$ cat src/rtl/mul_pkg.sv
// Shared types and helpers for the multiplier issue controller.
package mul_pkg;

    localparam int MUL_XLEN = 32;

    typedef enum logic [1:0] {
        OP_MUL    = 2'b00,
        OP_MULH   = 2'b01,
        OP_MULHSU = 2'b10,
        OP_MULHU  = 2'b11
    } mul_op_e;

    typedef enum logic [2:0] {
        ST_IDLE  = 3'd0,
        ST_ISSUE = 3'd1,
        ST_WAIT  = 3'd2,
        ST_DRAIN = 3'd3,
        ST_ABORT = 3'd4
    } issue_state_e;

    // MUL returns the low word; every high-word variant returns the upper half.
    function automatic logic [MUL_XLEN-1:0] sel_result(
        input mul_op_e                 op,
        input logic [2*MUL_XLEN-1:0]   product
    );
        logic [MUL_XLEN-1:0] res;
        if (op == OP_MUL) begin
            res = product[MUL_XLEN-1:0];
        end else begin
            res = product[2*MUL_XLEN-1:MUL_XLEN];
        end
        return res;
    endfunction

endpackage

$ cat src/rtl/mul_reuse_cache.sv
// One-entry product cache: remembers the last completed multiply so that a
// MUL/MULH pair on the same operands can skip the second multiplier run.
module mul_reuse_cache
    import mul_pkg::*;
#(
    parameter int XLEN = MUL_XLEN
) (
    input  logic              clk,
    input  logic              rst,
    input  logic [XLEN-1:0]   i_lookup_a,
    input  logic [XLEN-1:0]   i_lookup_b,
    input  logic [1:0]        i_lookup_op,
    output logic              o_hit,
    output logic [2*XLEN-1:0] o_product,
    input  logic              i_wr_en,
    input  logic [XLEN-1:0]   i_wr_a,
    input  logic [XLEN-1:0]   i_wr_b,
    input  logic [1:0]        i_wr_op,
    input  logic [2*XLEN-1:0] i_wr_product,
    input  logic              i_inv
);

    logic              r_valid;
    logic [XLEN-1:0]   r_a;
    logic [XLEN-1:0]   r_b;
    logic [1:0]        r_op;
    logic [2*XLEN-1:0] r_product;

    // Entry update: reset and invalidate drop the entry, a write replaces it.
    always_ff @(posedge clk) begin
        if (rst) begin
            r_valid   <= 1'b0;
            r_a       <= {XLEN{1'b0}};
            r_b       <= {XLEN{1'b0}};
            r_op      <= 2'b00;
            r_product <= {(2*XLEN){1'b0}};
        end else if (i_inv) begin
            r_valid <= 1'b0;
        end else if (i_wr_en) begin
            r_valid   <= 1'b1;
            r_a       <= i_wr_a;
            r_b       <= i_wr_b;
            r_op      <= i_wr_op;
            r_product <= i_wr_product;
        end else begin
            r_valid <= r_valid;
        end
    end

    // Hit when operands match and either the request is MUL (low word does
    // not depend on signedness) or the opcode matches the stored one.
    always_comb begin
        o_hit = 1'b0;
        if (r_valid && (i_lookup_a == r_a) && (i_lookup_b == r_b) &&
            ((i_lookup_op == OP_MUL) || (i_lookup_op == r_op))) begin
            o_hit = 1'b1;
        end else begin
            o_hit = 1'b0;
        end
    end

    assign o_product = r_product;

endmodule

$ cat src/rtl/mul_issue_ctrl.sv
// Pipeline-side start/done initiator for the iterative multiplier, with
// front-end stall, flush/abort handling, timeout and product reuse.
module mul_issue_ctrl
    import mul_pkg::*;
#(
    parameter int XLEN    = MUL_XLEN,
    parameter int TIMEOUT = 64,
    parameter int CNT_W   = 7
) (
    input  logic              clk,
    input  logic              rst,
    input  logic              mul_valid_e,
    input  logic [1:0]        mul_opcode_e,
    input  logic [XLEN-1:0]   operand1_e,
    input  logic [XLEN-1:0]   operand2_e,
    input  logic              flush,
    output logic              stall_o,
    output logic              start,
    output logic [XLEN-1:0]   mul_a,
    output logic [XLEN-1:0]   mul_b,
    output logic [1:0]        mul_op,
    input  logic              done,
    input  logic [2*XLEN-1:0] result_multiply,
    output logic [XLEN-1:0]   result_m,
    output logic              flag_m,
    output logic              timeout_err
);

    localparam logic [CNT_W-1:0] TIMEOUT_C = CNT_W'(TIMEOUT);

    issue_state_e      r_state;
    logic [CNT_W-1:0]  r_cnt;
    logic              r_start;
    logic              r_flag_m;
    logic              r_timeout_err;
    logic [XLEN-1:0]   r_mul_a;
    logic [XLEN-1:0]   r_mul_b;
    logic [1:0]        r_mul_op;
    logic [XLEN-1:0]   r_result_m;

    logic              w_accept;
    logic              w_hit;
    logic [2*XLEN-1:0] w_cache_prod;
    logic              w_cache_wr;
    logic              w_cache_inv;
    logic              w_stall;
    logic [CNT_W-1:0]  w_cnt_inc;
    logic              w_cnt_expired;

    assign w_accept      = (r_state == ST_IDLE) && mul_valid_e && !flush;
    assign w_cnt_inc     = r_cnt + CNT_W'(1);
    assign w_cnt_expired = (w_cnt_inc == TIMEOUT_C);

    mul_reuse_cache #(.XLEN(XLEN)) u_cache (
        .clk          (clk),
        .rst          (rst),
        .i_lookup_a   (operand1_e),
        .i_lookup_b   (operand2_e),
        .i_lookup_op  (mul_opcode_e),
        .o_hit        (w_hit),
        .o_product    (w_cache_prod),
        .i_wr_en      (w_cache_wr),
        .i_wr_a       (r_mul_a),
        .i_wr_b       (r_mul_b),
        .i_wr_op      (r_mul_op),
        .i_wr_product (result_multiply),
        .i_inv        (w_cache_inv)
    );

    // Cache write on a clean completion; invalidate when a wait times out.
    always_comb begin
        w_cache_wr  = 1'b0;
        w_cache_inv = 1'b0;
        if (rst) begin
            w_cache_wr  = 1'b0;
            w_cache_inv = 1'b0;
        end else if ((r_state == ST_ISSUE) || (r_state == ST_WAIT)) begin
            w_cache_wr  = done && !flush;
            w_cache_inv = (r_state == ST_WAIT) && !done && w_cnt_expired;
        end else if (r_state == ST_ABORT) begin
            w_cache_inv = !done && w_cnt_expired;
        end else begin
            w_cache_wr  = 1'b0;
            w_cache_inv = 1'b0;
        end
    end

    // Front-end stall; in ABORT only hold the pipe if a multiply is waiting.
    always_comb begin
        w_stall = 1'b0;
        case (r_state)
            ST_IDLE:  w_stall = w_accept;
            ST_ISSUE: w_stall = 1'b1;
            ST_WAIT:  w_stall = 1'b1;
            ST_DRAIN: w_stall = 1'b0;
            ST_ABORT: w_stall = mul_valid_e;
            default:  w_stall = 1'b0;
        endcase
    end

    assign stall_o = w_stall && !rst;

    // Issue FSM with registered handshake and result outputs.
    always_ff @(posedge clk) begin
        if (rst) begin
            r_state       <= ST_IDLE;
            r_cnt         <= {CNT_W{1'b0}};
            r_start       <= 1'b0;
            r_flag_m      <= 1'b0;
            r_timeout_err <= 1'b0;
            r_mul_a       <= {XLEN{1'b0}};
            r_mul_b       <= {XLEN{1'b0}};
            r_mul_op      <= 2'b00;
            r_result_m    <= {XLEN{1'b0}};
        end else begin
            r_start  <= 1'b0;
            r_flag_m <= 1'b0;
            case (r_state)
                ST_IDLE: begin
                    if (w_accept) begin
                        r_mul_a  <= operand1_e;
                        r_mul_b  <= operand2_e;
                        r_mul_op <= mul_opcode_e;
                        if (w_hit) begin
                            r_result_m <= sel_result(mul_op_e'(mul_opcode_e), w_cache_prod);
                            r_flag_m   <= 1'b1;
                            r_state    <= ST_DRAIN;
                        end else begin
                            r_start <= 1'b1;
                            r_state <= ST_ISSUE;
                        end
                    end else begin
                        r_state <= ST_IDLE;
                    end
                end
                ST_ISSUE: begin
                    r_cnt <= {CNT_W{1'b0}};
                    if (flush) begin
                        r_state <= ST_IDLE;
                    end else if (done) begin
                        r_result_m <= sel_result(mul_op_e'(r_mul_op), result_multiply);
                        r_flag_m   <= 1'b1;
                        r_state    <= ST_DRAIN;
                    end else begin
                        r_state <= ST_WAIT;
                    end
                end
                ST_WAIT: begin
                    r_cnt <= w_cnt_inc;
                    if (done && flush) begin
                        r_state <= ST_IDLE;
                    end else if (done) begin
                        r_result_m <= sel_result(mul_op_e'(r_mul_op), result_multiply);
                        r_flag_m   <= 1'b1;
                        r_state    <= ST_DRAIN;
                    end else if (w_cnt_expired) begin
                        r_timeout_err <= 1'b1;
                        r_state       <= ST_IDLE;
                    end else if (flush) begin
                        r_state <= ST_ABORT;
                    end else begin
                        r_state <= ST_WAIT;
                    end
                end
                ST_DRAIN: begin
                    r_state <= ST_IDLE;
                end
                ST_ABORT: begin
                    r_cnt <= w_cnt_inc;
                    if (done) begin
                        r_state <= ST_IDLE;
                    end else if (w_cnt_expired) begin
                        r_timeout_err <= 1'b1;
                        r_state       <= ST_IDLE;
                    end else begin
                        r_state <= ST_ABORT;
                    end
                end
                default: begin
                    r_state <= ST_IDLE;
                end
            endcase
        end
    end

    assign start       = r_start;
    // A flush landing in the DRAIN cycle kills the result hand-off.
    assign flag_m      = r_flag_m && !flush;
    assign timeout_err = r_timeout_err;
    assign mul_a       = r_mul_a;
    assign mul_b       = r_mul_b;
    assign mul_op      = r_mul_op;
    assign result_m    = r_result_m;

endmodule

$ cat config.mk
export PLATFORM = sky130hd
export DESIGN_NAME = mul_issue_ctrl
export DESIGN_NICKNAME = d
export VERILOG_FILES = /design/src/rtl/mul_pkg.sv /design/src/rtl/mul_reuse_cache.sv /design/src/rtl/mul_issue_ctrl.sv
export SDC_FILE = /design/constraint.sdc
export NUM_CORES = 1
export LEC_CHECK = 0
export ABC_AREA = 1
export BUFFER_PORTS_ARGS = -buffer_cell sky130_fd_sc_hd__buf_2
export CAP_MARGIN = 10
export CORE_MARGIN = 2
export CORE_UTILIZATION = 59
export DETAILED_ROUTE_END_ITERATION = 7
export PLACE_DENSITY = 0.95
export SLEW_MARGIN = 10
export SYNTH_ARGS = -nofsm -noshare
export SYNTH_HDL_FRONTEND = slang
export SYNTH_SLANG_ARGS = --single-unit
$ cat constraint.sdc
create_clock -name clk -period 3.8 [get_ports clk]
set_input_delay 0.76 -clock clk [delete_from_list [all_inputs] [get_ports clk]]
set_output_delay 0.76 -clock clk [all_outputs]
set_load 0.03 [all_outputs]
==> results.py <==
metrics = {
    "logic_synthesis": {
        "syn_avg_cell_area_um2": 6.98,
        "synthCells": 1542,
        "synth_warnings": 0,
        "synth_top_area_share_pct": 45.0,
        "ys_top_cells_by_count": "346 x nand2_1, 242 x dfxtp_1, 226 x o21ai_0",
        "syn_nets": 1678,
        "synth_area_leaders": "dfxtp_1 45%, nand2_1 12%, o21ai_0 11%, a21oi_1 6.4%, inv_1 5.7%",
        "yosysUniqueCellTypes": 25,
        "synth_top_cell_by_area": "dfxtp_1",
        "synth-async-reset-ratio_pct": 0,
        "syn_area_um2": 10800,
        "synth_top_flop_cell": "dfxtp_1",
        "ys_ff_latch": 242,
        "ys_seq_area_share_pct": 45.0,
        "yosysMostFrequentCell": "nand2_1",
        "synth_enable_flop_cells": 0,
    },
    "job": {
        "max_cap_viol_count": 0,
    },
    "place": {
        "gp_congestion": 0.882,
        "portBuffers": 236,
        "hpwl_um": 18400,
    },
    "finish": {
        "drive_gt1_share_pct": 17.5,
        "final_nets": 1854,
        "syn_to_final_growth_pct": 19.0,
    },
    "drt": {
        "drtAntennaViolNets": 0,
        "wl_um": 29400,
        "via_per_inst": 5.47,
        "drtIter0Drc": 873,
        "first_pass_iters": 5,
        "via_count": 10800,
        "route.detailed.drc": 0,
        "routedWlPerCell_um": 14.9,
    },
    "sta": {
        "tns_ps": 0,
        "worst_clock_skew_ps": 10.1,
        "relSlewSlack_pct": 26.0,
        "setup_viol": 0,
        "worst_pin_slew_ps": 1110,
        "period_minus_slack_ps": 2860,
        "drv_slew": 0,
        "rsz0062_at_grt": "false",
        "finalHoldViolCount": 0,
        "max_freq_mhz": 350,
        "finalCritPeriodShare_pct": 75.2,
        "worst_hold_slack_ps": 450,
    },
    "critical_path": {
        "path_class": "flip-flop to primary output",
        "cp_data_required_time_ps": 3040,
        "startpoint_type": "flip-flop",
        "arrival_ps": 2100,
        "r2r_cells": 6,
        "rrSetupSlack_ps": 1510,
        "critPathCaptureType": "primary output",
        "worstPathMaxFanout": 66,
        "r2r_start": "r_state[0]",
        "timing.rr.end": "mul_b[7]",
    },
    "min_path": {
        "min-delay-start": "result_multiply[15]",
        "hold_end": "u_cache.o_product[15]",
        "hold_depth": 3,
        "hp-class": "primary input to flip-flop",
    },
    "cts": {
        "post_cts_resized": 0,
        "cts_tree": "yes",
        "cts_hold_buf": 0,
        "cts_root_buffer": "clkbuf_16",
        "htreeDepth": 1,
        "path_clk_slew_ps": 60,
        "cts.sinks": 242,
        "clk_latency_ps": 520,
        "postCtsSetupRepairBufs": 0,
        "cts_inserted_buffers": 26,
        "cts_buffer_depth": 3,
    },
    "global_routing": {
        "grt_max_degree": 233,
        "grt_pass1_wl_um": 47900,
        "grtUsageTotal_pct": 29.1,
        "grt-ovfl-total": 0,
        "grt_pass1_vias": 10300,
        "antenna_found_initial": 6,
    },
    "floorplan": {
        "initial_utilization_pct": 60.1,
        "fp.dieW_um": 139,
        "fp.dieH_um": 139,
        "rows": 49,
        "die-area_um2": 19300,
        "coreArea_um2": 17900,
        "num_io_pins": 237,
    },
    "power": {
        "power_density_nw_per_um2": 462,
        "vdd_drop_max_v": 0.000444,
        "leakage_uw": 0.00620,
    },
    "status": {
        "outcome": "finished clean",
    },
}
==> stage by stage <==
step / cell area, um^2 / total power [uW] / setup WS (ps) / instances / util (%)
final: 12800 / 5910 / 942 / 1971 / 71.5
after CTS: 12800 / 5940 / 932 / 1965 / 71.4
after global routing: 12800 / 6130 / 775 / 1968 / 71.5
after floorplan: 10800 / 3190 / 1030 / 1542 / -
after global placement: 11900 / 3420 / 1120 / 1919 / 66.7
after detailed placement: 11900 / 3440 / 1050 / 1919 / 66.7
==> cell type report <==
class | count | area [um^2]
well taps | 229 | 287
repair buffers | 246 | 1280
diodes | 6 | 15.0
inverters | 171 | 647
clock inverters | 8 | 93.8
flip-flops and latches | 242 | 4840
fillers | 1363 | 5100
clock buffers | 38 | 757
multi-input cells | 1031 | 4880
==> critical path, stage by stage, from the launching register on <==
cell     delay [ps]
dfxtp_1         340
inv_1            60
nor2_1           80
nand2_1          90
nand2_2          80
buf_4           490
a21oi_1          80
a21oi_1         160
buf_2           210
==> registers in the layout (all words and copies together) (netlist names), 2 cells and up <==
register / count
u_cache.r_op: 2
r_state: 3
mul_b: 32
mul_a: 32
r_cnt: 7
mul_op: 2
u_cache.r_b: 32
u_cache.r_a: 32
result_m: 32
u_cache.o_product: 64
==> report_power, final <==
group / switching [uW] / internal (uW)
combinational: 489 / 225
sequential: 57.0 / 2630
clock: 1000 / 1510
==> layout by cell type, fill, tap and decap left out, drive strengths merged <==
| cell type | instances |
|---|---|
| nor3b | 1 |
| o21ai | 226 |
| o211ai | 2 |
| bufinv | 2 |
| nand4 | 7 |
| nand3 | 119 |
| nor4 | 1 |
| mux2i | 31 |
| diode | 6 |
| nor2 | 137 |
| or2 | 3 |
| xor2 | 4 |
| buf | 246 |
| dfxtp | 242 |
| ha | 1 |
| clkinv | 5 |
| nand2 | 346 |
| o21a | 1 |
| xnor2 | 14 |
| a21oi | 138 |
| inv | 172 |
| clkbuf | 38 |
==> metal layers <==
layer / part of all wire [%] / vias to the layer above / wire length [um] / global-route usage [%]
li1: - / 5304 / - / -
met2: 48 / 448 / 14000 / 48.6
met4: 4.3 / 2 / 1270 / 13.0
met1: 40 / 4932 / 11800 / 36.4
met5: 0.037 / - / 11 / 0
met3: 7.7 / 90 / 2260 / 6.18
==> kinds of logic (layout without fill, tap and decap cells) <==
group,Yosys count,after routing,share of synthesized area (%)
AOI/OAI and AO/OA,367,367,17.1
xor gates and xnor gates,18,18,1.47
adders and majority gates,1,1,0.116
buffers and inverters,269,463,9.96
DFF,242,242,45.0
muxes,31,31,2.88
other,0,6,0
and+or+nand+nor,614,614,23.4
==> worst max-delay path by stage <==
stage	startpoint	to	slack, ps	cells past startpoint
after detailed placement	flush	mul_a[9]	1050	5
after global routing	r_state[0]	stall_o	780	8
after CTS	r_state[0]	stall_o	930	8
after global placement	flush	stall_o	1120	5
final	r_state[0]	stall_o	940	8
after floorplan	mul_valid_e	stall_o	1030	5
No activity file was read; power rests on OpenSTA's default activity.
